[src/rtl/gba_bus_arbiter.sv]
`default_nettype none
// ============================================================================
// Module  : gba_bus_arbiter
// Brief   : Arbitrates the system memory bus between the CPU (default owner)
//           and NUM_DMA fixed-priority DMA channels (channel 0 highest).
// Revision: 1.0 - initial release
// ============================================================================
module gba_bus_arbiter #(
    parameter int NUM_DMA     = 4,
    parameter int HANDOFF_CYC = 1
) (
    input  logic                   clock,
    input  logic                   reset_n,
    input  logic [31:0]            cpu_addr,
    input  logic [31:0]            cpu_wdata,
    input  logic [1:0]             cpu_size,
    input  logic                   cpu_write,
    output logic                   cpu_pause,
    output logic                   dma_active,
    input  logic [NUM_DMA-1:0]     dma_req,
    output logic [NUM_DMA-1:0]     dma_grant,
    input  logic [32*NUM_DMA-1:0]  dma_addr,
    input  logic [32*NUM_DMA-1:0]  dma_wdata,
    input  logic [2*NUM_DMA-1:0]   dma_size,
    input  logic [NUM_DMA-1:0]     dma_write,
    output logic [31:0]            bus_addr,
    output logic [31:0]            bus_wdata,
    output logic [1:0]             bus_size,
    output logic                   bus_write,
    input  logic                   bus_pause,
    output logic [2:0]             owner
);

    typedef enum logic [1:0] {
        S_CPU_OWN = 2'd0,
        S_HANDOFF = 2'd1,
        S_DMA_OWN = 2'd2,
        S_RETURN  = 2'd3
    } state_t;

    localparam logic [1:0] c_CNT_LAST = 2'(HANDOFF_CYC - 1);

    state_t               r_state, w_state_nxt;
    logic [1:0]           r_target, w_target_nxt;
    logic [1:0]           r_cnt, w_cnt_nxt;
    logic [NUM_DMA-1:0]   r_grant, w_grant_nxt;
    logic                 r_active;
    logic [2:0]           r_owner, w_owner_nxt;
    logic                 w_any_req, w_tgt_req, w_boundary;
    logic [1:0]           w_winner;

    // Lowest-index requester wins; also look up whether the target still requests.
    always_comb begin
        w_any_req  = |dma_req;
        w_boundary = ~bus_pause;
        w_winner   = 2'd0;
        w_tgt_req  = 1'b0;
        for (int i = NUM_DMA - 1; i >= 0; i--) begin
            if (dma_req[i]) w_winner = 2'(i);
        end
        for (int i = 0; i < NUM_DMA; i++) begin
            if (r_target == 2'(i)) w_tgt_req = dma_req[i];
        end
    end

    always_comb begin
        w_state_nxt  = r_state;
        w_target_nxt = r_target;
        w_cnt_nxt    = r_cnt;
        case (r_state)
            S_CPU_OWN: begin
                if (w_any_req && w_boundary) begin
                    w_state_nxt  = S_HANDOFF;
                    w_target_nxt = w_winner;
                    w_cnt_nxt    = 2'd0;
                end
            end
            S_HANDOFF: begin
                if (!w_tgt_req) begin
                    w_cnt_nxt = 2'd0;
                    if (w_any_req) w_target_nxt = w_winner;
                    else           w_state_nxt  = S_RETURN;
                end else if (r_cnt == c_CNT_LAST) begin
                    w_state_nxt = S_DMA_OWN;
                end else begin
                    w_cnt_nxt = r_cnt + 2'd1;
                end
            end
            S_DMA_OWN: begin
                // A different winner means either preemption or the owner finished.
                if (w_boundary) begin
                    w_cnt_nxt = 2'd0;
                    if (!w_any_req) begin
                        w_state_nxt = S_RETURN;
                    end else if (w_winner != r_target) begin
                        w_state_nxt  = S_HANDOFF;
                        w_target_nxt = w_winner;
                    end
                end
            end
            S_RETURN: begin
                if (w_any_req) begin
                    w_state_nxt  = S_HANDOFF;
                    w_target_nxt = w_winner;
                    w_cnt_nxt    = 2'd0;
                end else if (r_cnt == c_CNT_LAST) begin
                    w_state_nxt = S_CPU_OWN;
                end else begin
                    w_cnt_nxt = r_cnt + 2'd1;
                end
            end
            default: w_state_nxt = S_CPU_OWN;
        endcase

        for (int i = 0; i < NUM_DMA; i++) begin
            w_grant_nxt[i] = (w_state_nxt == S_DMA_OWN) && (w_target_nxt == 2'(i));
        end
        w_owner_nxt = (w_state_nxt == S_CPU_OWN) ? 3'd0 : ({1'b0, w_target_nxt} + 3'd1);
    end

    always_ff @(posedge clock or negedge reset_n) begin
        if (!reset_n) begin
            r_state  <= S_CPU_OWN;
            r_target <= 2'd0;
            r_cnt    <= 2'd0;
            r_grant  <= '0;
            r_active <= 1'b0;
            r_owner  <= 3'd0;
        end else begin
            r_state  <= w_state_nxt;
            r_target <= w_target_nxt;
            r_cnt    <= w_cnt_nxt;
            r_grant  <= w_grant_nxt;
            r_active <= (w_state_nxt != S_CPU_OWN);
            r_owner  <= w_owner_nxt;
        end
    end

    always_comb begin
        bus_addr  = cpu_addr;
        bus_wdata = cpu_wdata;
        bus_size  = cpu_size;
        bus_write = cpu_write;
        if (r_state == S_DMA_OWN) begin
            for (int i = 0; i < NUM_DMA; i++) begin
                if (r_target == 2'(i)) begin
                    bus_addr  = dma_addr[32*i +: 32];
                    bus_wdata = dma_wdata[32*i +: 32];
                    bus_size  = dma_size[2*i +: 2];
                    bus_write = dma_write[i];
                end
            end
        end
        // Dead cycles between owners never carry a write.
        if (r_state == S_HANDOFF || r_state == S_RETURN) bus_write = 1'b0;
        cpu_pause = bus_pause | (r_state != S_CPU_OWN);
    end

    assign dma_grant  = r_grant;
    assign dma_active = r_active;
    assign owner      = r_owner;

endmodule
`default_nettype wire
[config.mk]
export PLATFORM = sky130hd
export DESIGN_NAME = gba_bus_arbiter
export DESIGN_NICKNAME = d
export VERILOG_FILES = /design/src/rtl/gba_bus_arbiter.sv
export SDC_FILE = /design/constraint.sdc
export NUM_CORES = 1
export LEC_CHECK = 0
export ABC_CLOCK_PERIOD_IN_PS = 2200
export CORE_AREA = 2 2 161 163
export CTS_CLUSTER_SIZE = 8
export DETAILED_ROUTE_END_ITERATION = 8
export DIE_AREA = 0 0 163 165
export PLACE_DENSITY_LB_ADDON = 0.05
export SKIP_LAST_GASP = 1
export SYNTH_ARGS = -nofsm -noshare
export SYNTH_HDL_FRONTEND = slang
export SYNTH_SLANG_ARGS = --single-unit
[constraint.sdc]
create_clock -name clock -period 2.2 [get_ports clock]
set_input_delay 0.44 -clock clock [delete_from_list [all_inputs] [get_ports clock]]
set_output_delay 0.44 -clock clock [all_outputs]
set_load 0.03 [all_outputs]
==> results.py <==
metrics = {
    "synth": {
        "netlist_area_um2": 3310,
        "synth_top_cell_by_area": "mux4_2",
        "synth_compound_area_share_pct": 5.60,
        "synth_seq_cells": 14,
        "synthSimpleGateAreaFrac_pct": 29.2,
        "yosysUniqueCellTypes": 40,
        "synth-edff-count": 0,
        "yosys_warnings": 0,
        "synthTopCellsByArea": "mux4_2 46%, nand2_1 23%, dfrtp_1 11%",
        "yosys.cell_count.top_type": "nand2_1",
        "synth_seq_area_share_pct": 10.6,
        "avgSynthCellArea_um2": 8.46,
        "synth_common_cells": "205 x nand2_1, 68 x mux4_2, 21 x clkbuf_1",
        "synth_fa_ha_area_share_pct": 2.27,
        "async_reset_ff_share_pct": 100,
        "synth_cells": 391,
        "synth_top_family_by_area": "multiplexers",
        "synth_top_area_share_pct": 46.3,
        "syn-num-nets": 739,
        "synth_flop_cell": "dfrtp_1",
        "yosys.area_share.xor_xnor_pct": 0,
        "synthMuxAreaShare_pct": 47.2,
    },
    "critical_path": {
        "slowest_delay_ns": 0.49,
        "startpoint_type": "flip-flop",
        "path_class": "reg -> out",
        "crit_arrival_ns": 1.85,
        "crit_fanout": 9,
        "critical_path_required_ns": 1.76,
        "crit_chain": "buf_12 > buf_12 > mux4_2 > nand2_1 > nand2_1 > buf_4",
        "worst-r2r-setup-slack_ns": 0.06,
        "r2r_cells": 9,
        "cp-end-kind": "output pin",
        "r2r-end": "owner[1]$_DFF_PN0_",
        "rr_startpoint": "r_target[0]$_DFF_PN0_",
        "slowest_stage": "mux4_2",
    },
    "sta": {
        "slew_violations": 0,
        "clock.fmax_ghz": 0.436,
        "worst_slack_ns": -0.0920,
        "relSlewSlack_pct": 55.9,
        "clock_skew_ns": 0.00276,
        "setup_viol": 43,
        "min_period_ns": 2.29,
        "rsz0062_at_grt": "yes",
        "hold_viol": 0,
        "worst_pin_slew_ns": 0.659,
        "finalSetupTns_ns": -1.44,
        "hold_ws_ns": 0.514,
        "fin_crit_sh_pct": 104,
    },
    "floorplan": {
        "die_area_um2": 26900,
        "core_um2": 25000,
        "row_count": 58,
        "die_h_um": 165,
        "start_util_pct": 13.2,
        "dieWidth_um": 163,
        "io_pins": 418,
    },
    "clock_tree": {
        "clock_latency_ns": 0.24,
        "cts_sinks": 14,
        "cts_max_level": 1,
        "numCtsBuffers": 3,
        "cts_buffer_depth": 2,
        "clk_pin_slew_ns": 0.05,
        "clock-root-buffer": "clkbuf_16",
        "cts_tree": "built",
    },
    "placed_design": {
        "hpwl_mm": 20.2,
        "portBuffers": 417,
        "pre_cts_slack_ns": -0.362,
        "place.gp.congestion": 0.871,
    },
    "status": {
        "status": "complete, but fails checks",
        "violations": "setup timing",
    },
    "power": {
        "p_int_mw": 4.32,
        "power_density_nw_per_um2": 905,
        "vdd_drop_max_mv": 0.597,
        "combPwrFrac_pct": 89.2,
        "p_seq_share_pct": 6.0,
        "power_leakage_nw": 3.52,
        "total_power_mw": 7.81,
        "clkPwrFrac_pct": 4.9,
        "p_sw_mw": 3.49,
        "switching_share_pct": 44.6,
    },
    "routing": {
        "num_vias": 4845,
        "ant_nets": 0,
        "drt_iter0_markers": 211,
        "drt_pass1_iterations": 4,
        "drc": 0,
        "routedWlPerCell_um": 20.8,
        "routed_wl_mm": 24.1,
        "vias_per_cell": 4.17,
    },
    "cells_and_area": {
        "area_growth_pct": 161,
        "finish.net_count": 1178,
        "drive_above_1_share_pct": 27.5,
        "fin_util_pct": 34.5,
        "fill_cells": 2561,
    },
    "hold_path": {
        "hold_path_end": "r_cnt[0]$_DFFE_PN0P_",
        "hold_start": "r_cnt[0]$_DFFE_PN0P_",
        "hold_class": "reg -> reg",
        "min_path_cells": 1,
    },
    "global_routing": {
        "grt_pass1_vias": 5146,
        "gr-total-overflow": 0,
        "grt_use_total_pct": 16.3,
        "grt_max_degree": 43,
        "antenna_found_initial": 3,
        "grt_pass1_wl_mm": 32.6,
    },
    "flow_run": {
        "drv_cap": 0,
    },
}
[layout make-up]
type / instances / area [um^2] / share of cell area, %
Timing Repair Buffer: 468 / 4860 / 56.3
Multi-Input combinational cell: 337 / 2880 / 33.4
Tap cell: 330 / 413 / 4.78
Sequential cell: 14 / 359 / 4.16
Clock buffer: 4 / 88.8 / 1.03
Inverter: 6 / 22.5 / 0.261
Antenna cell: 4 / 10.0 / 0.116
[stage by stage]
stage / instance area [um^2] / instances
detailed placement: 8110 / 1144
floorplan: 3310 / 391
global placement: 8110 / 1144
finish: 8630 / 1163
CTS: 8490 / 1154
global route: 8630 / 1161
[power by group through the flow]
stage          Clock [mW]  Sequential [mW]  Combinational (mW)
6_report            0.382            0.465                6.97
5_1_grt             0.400            0.474                7.45
4_1_cts             0.394            0.465                6.81
3_5_place_dp            0            0.463                6.28
3_3_place_gp            0            0.477                6.27
2_1_floorplan           0            0.462                3.51
[what timing repair did]
item | in CTS | in global routing
gates resized for setup | 66 | 25
setup buffers | 4 | 4
hold buffers | 0 | 0
hold endpoints to repair | 0 | 0
pin swaps | 7 | 10
endpoints found under the setup margin | 68 | 74
gates cloned | 2 | 1
[per-layer routing]
metal	vias to the layer above	track usage, %	part of all wire (%)
met1	2320	18.9	38
li1	2283	-	-
met4	2	3.38	1.9
met5	-	0	0.033
met3	24	2.96	6.9
met2	216	31.2	53
[worst max path at each step]
stage / startpoint / to / slack [ns] / cells after the start
after floorplan: dma_req[1] / owner[1]$_DFF_PN0_ / 0.05 / 8
after global placement: dma_write[3] / bus_write / -0.35 / 5
after detailed placement: dma_req[0] / owner[1]$_DFF_PN0_ / -0.36 / 8
after CTS: r_target[0]$_DFF_PN0_ / bus_addr[10] / -0.13 / 6
after global routing: r_target[0]$_DFF_PN0_ / bus_addr[6] / -0.16 / 6
final: r_target[0]$_DFF_PN0_ / bus_addr[6] / -0.09 / 6
[state kept, by name (all words and copies together), names as in the netlist]
register    flops
r_target        2
dma_active      1
dma_grant       4
r_cnt           2
owner           3
r_state         2
[cells by family (layout without fill, tap and decap cells)]
| kind of cell | after synthesis | after routing |
|---|---|---|
| AO/OA/AOI/OAI | 23 | 23 |
| adder cells (fa/ha/maj) | 6 | 6 |
| multiplexers | 71 | 71 |
| other | 0 | 4 |
| flip-flops | 14 | 14 |
| AND/OR/NAND/NOR | 237 | 237 |
| buffers and inverters | 40 | 478 |
[cells in the final DEF, fill, tap and decap left out, types with 2 or more instances in the layout]
| cell | instances |
|---|---|
| nand2_1 | 187 |
| inv_2 | 2 |
| clkdlybuf4s50_1 | 345 |
| nor2_1 | 9 |
| diode_2 | 4 |
| nor3_1 | 2 |
| buf_8 | 4 |
| dlygate4sd2_1 | 4 |
| nand2_2 | 18 |
| a22o_1 | 2 |
| dfrtp_1 | 11 |
| and2_1 | 5 |
| a31oi_1 | 2 |
| and2_4 | 3 |
| dfrtp_4 | 2 |
| inv_1 | 4 |
| clkbuf_16 | 4 |
| buf_6 | 37 |
| nand3_1 | 2 |
| buf_12 | 20 |
| a21oi_1 | 5 |
| buf_16 | 2 |
| mux2i_1 | 3 |
| buf_4 | 54 |
| nor2b_4 | 2 |
| mux4_2 | 68 |
| ha_1 | 4 |
[critical path: cells and delay by family, from the launching register on]
family                 cells  cell delay (ns)
DFF                        1             0.45
buffers and inverters      3             0.49
and+or+nand+nor            2             0.18
muxes                      1             0.49
(Power assumes the default switching activity.)
